--- src/rtl/parking_pkg.sv ---
// parking_pkg
//   Shared definitions for the parking meter blocks.
//   - ps_state_t  : state encoding of the pulse stretcher FSM
//   - DEF_*       : default timing constants used by the meter's top level
//   - max2        : small constant helper for sizing counters
package parking_pkg;

  typedef enum logic [1:0] {
    PS_IDLE = 2'd0,
    PS_ON   = 2'd1,
    PS_GAP  = 2'd2
  } ps_state_t;

  localparam int DEF_ON_CYCLES  = 4;
  localparam int DEF_GAP_CYCLES = 2;
  localparam int DEF_PEND_W     = 3;

  function automatic int max2(input int a, input int b);
    return (a > b) ? a : b;
  endfunction

endpackage

--- src/rtl/pulse_stretcher.sv ---
// pulse_stretcher
//   Turns single-cycle request pulses into ON windows of ON_CYCLES clocks,
//   each followed by a forced low gap of GAP_CYCLES clocks. Requests that
//   arrive while a window is running are counted and replayed in order; once
//   the pending counter is full, further requests are dropped and flagged.
//
// Parameters
//   ON_CYCLES  : length of each high window (>= 1)
//   GAP_CYCLES : forced low gap after each window (>= 1)
//   PEND_W     : width of the pending counter (queue depth 2^PEND_W - 1)
//
// Ports
//   clk       in   single clock, rising edge
//   rst       in   synchronous active-high reset
//   pulse_in  in   request strobe, one request per high cycle
//   level_out out  high during ON windows
//   busy      out  high whenever the FSM is not idle
//   pending   out  queued requests not yet started
//   overflow  out  one-cycle strobe when a request is dropped
module pulse_stretcher
  import parking_pkg::*;
#(
  parameter int ON_CYCLES  = DEF_ON_CYCLES,
  parameter int GAP_CYCLES = DEF_GAP_CYCLES,
  parameter int PEND_W     = DEF_PEND_W
) (
  input  logic              clk,
  input  logic              rst,
  input  logic              pulse_in,
  output logic              level_out,
  output logic              busy,
  output logic [PEND_W-1:0] pending,
  output logic              overflow
);

  localparam int CNT_W = $clog2(max2(ON_CYCLES, GAP_CYCLES)) + 1;

  localparam logic [CNT_W-1:0]  ON_LOAD  = CNT_W'(ON_CYCLES);
  localparam logic [CNT_W-1:0]  GAP_LOAD = CNT_W'(GAP_CYCLES);
  localparam logic [CNT_W-1:0]  CNT_ONE  = CNT_W'(1);
  localparam logic [PEND_W-1:0] PEND_MAX = '1;
  localparam logic [PEND_W-1:0] PEND_ONE = PEND_W'(1);

  ps_state_t         state;
  ps_state_t         state_next;
  logic [CNT_W-1:0]  cnt;
  logic [CNT_W-1:0]  cnt_next;
  logic [PEND_W-1:0] pending_next;

  logic start_eval;
  logic start;
  logic queued;
  logic enq;
  logic deq;
  logic drop;

  // Next-state and timer. A start decision is taken either from IDLE or on
  // the last GAP cycle, so back-to-back windows run without an idle cycle.
  always_comb begin
    state_next = state;
    cnt_next   = cnt;
    start_eval = 1'b0;

    case (state)
      PS_IDLE: begin
        start_eval = 1'b1;
      end
      PS_ON: begin
        if (cnt == CNT_ONE) begin
          state_next = PS_GAP;
          cnt_next   = GAP_LOAD;
        end else begin
          cnt_next = cnt - CNT_ONE;
        end
      end
      PS_GAP: begin
        if (cnt == CNT_ONE) begin
          start_eval = 1'b1;
        end else begin
          cnt_next = cnt - CNT_ONE;
        end
      end
      default: begin
        state_next = PS_IDLE;
        cnt_next   = '0;
      end
    endcase

    queued = (pending != '0);
    start  = start_eval && (pulse_in || queued);

    if (start_eval) begin
      if (start) begin
        state_next = PS_ON;
        cnt_next   = ON_LOAD;
      end else begin
        state_next = PS_IDLE;
        cnt_next   = '0;
      end
    end
  end

  // Pending queue bookkeeping. A start with a non-empty queue serves the
  // oldest queued request, so a pulse in that same cycle must be queued;
  // only a start from an empty queue consumes the pulse directly.
  always_comb begin
    deq  = start && queued;
    enq  = pulse_in && !(start && !queued);
    drop = enq && !deq && (pending == PEND_MAX);

    pending_next = pending;
    case ({enq, deq})
      2'b10:   pending_next = drop ? pending : pending + PEND_ONE;
      2'b01:   pending_next = pending - PEND_ONE;
      default: pending_next = pending;
    endcase
  end

  // Outputs are registered from the next-state decode so they line up with
  // the state they describe and never depend combinationally on pulse_in.
  always_ff @(posedge clk) begin
    if (rst) begin
      state     <= PS_IDLE;
      cnt       <= '0;
      pending   <= '0;
      level_out <= 1'b0;
      busy      <= 1'b0;
      overflow  <= 1'b0;
    end else begin
      state     <= state_next;
      cnt       <= cnt_next;
      pending   <= pending_next;
      level_out <= (state_next == PS_ON);
      busy      <= (state_next != PS_IDLE);
      overflow  <= drop;
    end
  end

endmodule

--- config.mk ---
export PLATFORM = sky130hd
export DESIGN_NAME = pulse_stretcher
export DESIGN_NICKNAME = d
export VERILOG_FILES = /design/src/rtl/parking_pkg.sv /design/src/rtl/pulse_stretcher.sv
export SDC_FILE = /design/constraint.sdc
export NUM_CORES = 1
export LEC_CHECK = 0
export ABC_AREA = 1
export CORE_AREA = 2 2 39 41
export DETAILED_ROUTE_END_ITERATION = 8
export DIE_AREA = 0 0 41 43
export PLACE_DENSITY = 0.7
export SLEW_MARGIN = 10
export SYNTH_ARGS = -nofsm -noshare
export SYNTH_HDL_FRONTEND = slang
export SYNTH_SLANG_ARGS = --single-unit
export TNS_END_PERCENT = 20
--- constraint.sdc ---
create_clock -name clk -period 1.9 [get_ports clk]
set_input_delay 0.38 -clock clk [delete_from_list [all_inputs] [get_ports clk]]
set_output_delay 0.38 -clock clk [all_outputs]
set_load 0.1 [all_outputs]
# Yosys cells after proc, flatten, opt, wreduce, memory -nomap -nowiden
# Index checks and enable logic that the tools add are counted.
word_totals:
  ff_bits: 11
  inputBits: 3
  out_inout_bits: 6
  wordCells: 49
op_classes:
  n_addsub: 3
  eq_ne: 10
  mux: 13
  n_reduce_logical: 17
ops:
  columns: ["op", "n"]
  rows:
  - ["$mux 3", 5]
  - ["$pmux 3 s3", 1]
  - ["$eq 2x1->1 const B", 3]
  - ["$logic_and 1x1->1", 6]
  - ["$pmux 3 s2", 1]
  - ["$sub 3x1->3 const B", 2]
  - ["$eq 2x2->1 const B", 2]
  - ["$mux 2", 2]
  - ["$ne 2x2->1 const B", 2]
  - ["$pmux 2 s2", 1]
  - ["$reduce_and 2->1", 2]
  - ["$reduce_bool 2->1", 2]
  - ["$add 3x1->3 const B", 1]
  - ["$eq 3x1->1 const B", 1]
  - ["$eq 3x3->1 const B", 1]
  - ["$logic_not 1->1", 3]
  - ["$ne 3x3->1 const B", 1]
  - ["$reduce_bool 3->1", 1]
  - ["$logic_not 2->1", 1]
  - ["$mux 1", 2]
  - ["$pmux 1 s2", 1]
  - ["$reduce_or 2->1", 1]
  - ["$logic_or 1x1->1", 1]

# Longest topological paths before layout
logic_depth:
  depth_word: 11
  depth_mapped: 11
  depth_no_buf: 11

# Least setup slack after synthesis
# No wires, ideal clock.
synth_timing:
  kind: "flip-flop to flip-flop"
  startpoint: "reg pending[2]"
  endpoint: "reg pending[2]"
  setup_time_ns: 0.116
  arrival_ns: 2.182
  t_required_ns: 1.784
  slack_ns: -0.399
  stages_incl_launch_ff: 9
  n_path_buf: 0
  synth_period_minus_slack_ns: 2.299
  cell_sequence: "dfxtp_1 inv_1 a21oi_4 nand2_4 fa_1 inv_1 nand3_2 a21oi_1 nor2_1"
synth_via:
  elab_chain_len: 10
  word_cells_on_any_way: 21
  cone_classes: "2 x add/sub; 4 x eq/ne; 2 x mux; 13 x reduce/logical"
synth_rtl:
  columns: ["item", "line_no", "source"]
  rows:
  - ["from (decl)", "pulse_stretcher.sv:32", "output logic [PEND_W-1:0] pending,"]
  - ["from (signal assigned)", "pulse_stretcher.sv:132", "pending <= pending_next;"]
  - ["$reduce_bool 3->1", "pulse_stretcher.sv:89", "queued = (pending != '0);"]
  - ["$logic_or 1x1->1", "pulse_stretcher.sv:90", "start = start_eval && (pulse_in || queued);"]
  - ["$logic_and 1x1->1", "pulse_stretcher.sv:90", null]
  - ["$logic_and 1x1->1", "pulse_stretcher.sv:108", "enq = pulse_in && !(start && !queued);"]
  - ["$logic_not 1->1", "pulse_stretcher.sv:108", null]
  - ["$logic_and 1x1->1", "pulse_stretcher.sv:108", null]
  - ["$logic_and 1x1->1 (2 in series)", "pulse_stretcher.sv:109", "drop = enq && !deq && (pending == PEND_MAX);"]
  - ["$ne 2x2->1 (no source line)", null, null]
  - ["$reduce_and 2->1 (no source line)", null, null]
# Parallel ways exist; a longest one is shown, timed or not. The select of a mux whose other input is x is not followed.
# A chain may end at the register's enable or synchronous reset.

# Worst setup path in the final report
layout_timing:
  startpoint: "reg state[1]"
  endpoint: "reg pending[2]"
layout_via:
  elab_chain_len: 10
  word_cells_on_any_way: 17
  cone_classes: "4 x eq/ne; 2 x mux; 11 x reduce/logical"
layout_rtl:
  columns: ["item", "line_no", "source"]
  rows:
  - ["from (decl)", "pulse_stretcher.sv:44", "ps_state_t state;"]
  - ["from (signal assigned)", "pulse_stretcher.sv:130", "state <= state_next;"]
  - ["$eq 2x2->1 / $logic_not 2->1 (equally long branches)", "pulse_stretcher.sv:64", "case (state)"]
  - ["$pmux 1 s2 *", "pulse_stretcher.sv:64", null]
  - ["$logic_and 1x1->1 *", "pulse_stretcher.sv:90", null]
  - ["$logic_and 1x1->1", "pulse_stretcher.sv:108", null]
  - ["$logic_not 1->1", "pulse_stretcher.sv:108", null]
  - ["$logic_and 1x1->1", "pulse_stretcher.sv:108", null]
  - ["$logic_and 1x1->1 (2 in series)", "pulse_stretcher.sv:109", null]
  - ["$ne 2x2->1 (no source line)", null, null]
  - ["$reduce_and 2->1 (no source line)", null, null]
# Mark *: on every way between the ends. The rest lies on a longest branch, timed or not.

==> impl_metrics.csv <==
group,metric,value,unit
critical_path,crit_fanout,5,
power,pwr-share-seq,27.5,%
power,p_sw,655,µW
clocking,cts_sinks,11,
timing,fin_setup_tns,0,ps
min_path,hp-class,"reg2reg",
clocking,post_cts_resized,0,
grt,grt_pass1_wl,2060,µm
timing,skew,2.09,ps
placement,io_buffer_count,8,
synth,netlist_area,659,µm²
power,power.internal,599,µW
critical_path,r2r_slack,190,ps
grt,grt_max_degree,7,
placement,placedCellCount,105,
critical_path,crit_path_end_kind,"flop",
synth,synth_seq_cells,11,
finish,antennaDiodeCount,0,
timing,slew_headroom,80.6,%
placement,post_dp_cell_area,791,µm²
grt,antenna_found_initial,0,
timing,finalCritPeriodShare,90.2,%
placement,dp.final_hpwl,917,µm
floorplanning,io_pins,9,
power,ir_drop,774,µV
clocking,numCtsBuffers,3,
timing,post-route-min-period,1710,ps
synth,avgSynthCellArea,8.35,µm²
critical_path,critical_path_class,"reg2reg",
placement,place_congestion,0.789,
finish,drive_above_1_share,32.3,%
route,drc,0,
synth,yosys_warnings,0,
synth,synth_cells,79,
synth,ys_seq_area_share,33.4,%
clocking,ctsHoldBuffers,0,
synth,syn_nets,89,
clocking,cts_root_buffer,"clkbuf_4",
power,clockPowerShare,12.2,%
status,status,"completed",
critical_path,critPathRequiredTime,2060,ps
power,power.density,1510,mW/mm²
floorplanning,core-area,0.00138,mm²
grt,grt_usage,17.0,%
finish,syn_to_final_growth,25.8,%
power,combPwrFrac,60.3,%
finish,fin_cells,109,
floorplanning,dieArea,0.00176,mm²
power,swShare,52.2,%
floorplanning,fp.dieH,43,µm
critical_path,cp-start-kind,"flop",
timing,finalMaxSlewViolations,0,
clocking,tritoncts,"done",
route,num_vias,527,
clocking,post_cts_buffers,0,
critical_path,critPathArrivalTime,1870,ps
clocking,cts.reportedPaths.clkPinSlew,70,ps
timing,rsz0062_at_grt,"no",
clocking,cts_buffer_depth,2,
route,drtAntennaViolNets,0,
route,viasPerCell,4.83,
grt,grt_pass1_vias,508,
run,cap_violations,0,
finish,num-nets-final,104,
timing,whs,452,ps
clocking,cts_htree_levels,1,
route,drt_iter0_drc,5,
route,wirelength,1130,µm
timing,fmax,0.583,GHz
route,drtPass1Iterations,2,
synth,synth_cell_types,21,
finish,final_area,830,µm²
floorplanning,rows,14,
timing,worst-slew-pin-transition,290,ps
clocking,insertion_delay,260,ps
route,route.detailed.wl_per_inst,10.3,µm
floorplanning,initial_core_util,47.6,%
floorplanning,die_w,41,µm
grt,overflow,0,
power,leakagePower,0.000358,µW
timing,finalSetupViolCount,0,
timing,hold_viol_final,0,
==> power groups by stage <==
stage / Clock [µW] / Combinational (µW) / Sequential, µW
after global placement: 0 / 738 / 349
after CTS: 161 / 757 / 344
final: 153 / 756 / 345
after global routing: 174 / 811 / 354
after floorplan: 0 / 297 / 613
after detailed placement: 0 / 755 / 349
==> logic make-up after synthesis <==
| logic type | synth area share, % |
|---|---|
| compound gates | 12.0 |
| xor+xnor | 1.33 |
| fa+ha+maj | 14.4 |
| buf+inv | 9.68 |
| flops | 33.4 |
| simple gates | 29.2 |
==> registers in the layout, summed over array words and instances, names as in the netlist <==
signal     count
busy           1
cnt            3
level_out      1
overflow       1
pending        3
state          2
==> Yosys cell counts, drive strengths merged <==
cell	n	area share [%]
nand2	11	9.3
o21ai	7	5.3
a21oi	5	5.5
dfxtp	11	33
nor4	2	1.9
nand3	6	9.1
ha	6	11
xor2	1	1.3
nor2	11	8.9
inv	17	9.7
a211oi	1	1.1
fa	1	3.0
==> path summary, 6_finish.rpt <==
kind	cells past startpoint	endpoint	from
max	10	pending[2]	state[1]
min	1	cnt[0]	cnt[0]
max reg2reg	10	pending[2]	state[1]
min reg2reg	1	cnt[0]	cnt[0]
==> layout by cell type, fill, tap and decap left out, types with 2 or more instances in the layout <==
| master | Yosys | routed |
|---|---|---|
| a21oi_1 | 4 | 4 |
| buf_12 | 0 | 2 |
| buf_4 | 0 | 6 |
| clkbuf_4 | 0 | 3 |
| clkdlybuf4s50_1 | 0 | 2 |
| dfxtp_1 | 11 | 8 |
| dfxtp_2 | 0 | 2 |
| ha_1 | 6 | 5 |
| inv_1 | 14 | 13 |
| inv_2 | 3 | 4 |
| nand2_1 | 7 | 7 |
| nand2_2 | 2 | 2 |
| nand2_4 | 2 | 2 |
| nand3_1 | 3 | 3 |
| nand3_4 | 2 | 2 |
| nor2_1 | 8 | 8 |
| nor2_4 | 2 | 2 |
| nor4_1 | 2 | 2 |
| o21ai_1 | 6 | 6 |
==> routing by layer <==
| layer | track usage [%] | share of wire, % |
|---|---|---|
| met1 | 25.0 | 47 |
| met2 | 23.1 | 49 |
| met3 | 3.14 | 2.7 |
| met4 | 8.00 | 1.2 |
| met5 | 0 | 0 |
==> layout make-up <==
cell class,instances,area (µm²)
fill,130,554
multi-input combinational,51,388
sequential,11,226
timing repair buffer,10,105
inverter,17,63.8
clock buffer,4,26.3
tap,16,20.0
==> through the flow <==
step	power, µW	setup slack [ps]	utilization (%)
after floorplan	910	74.8	-
after global placement	1090	42.9	57.1
after detailed placement	1100	-7.09	57.1
after CTS	1260	93.2	59.0
after global routing	1340	27.9	59.9
final	1250	186	59.9
==> worst max-delay path, cell delays in order (launching register included) <==
cell and delay, ps:
dfxtp_1 350, inv_1 130, ha_1 160, inv_1 80
nand2_4 120, nand2_4 60, fa_1 380, inv_1 80
nand3_2 80, a21oi_1 120, nor2_1 50
No activity file was read; power rests on OpenSTA's default activity.
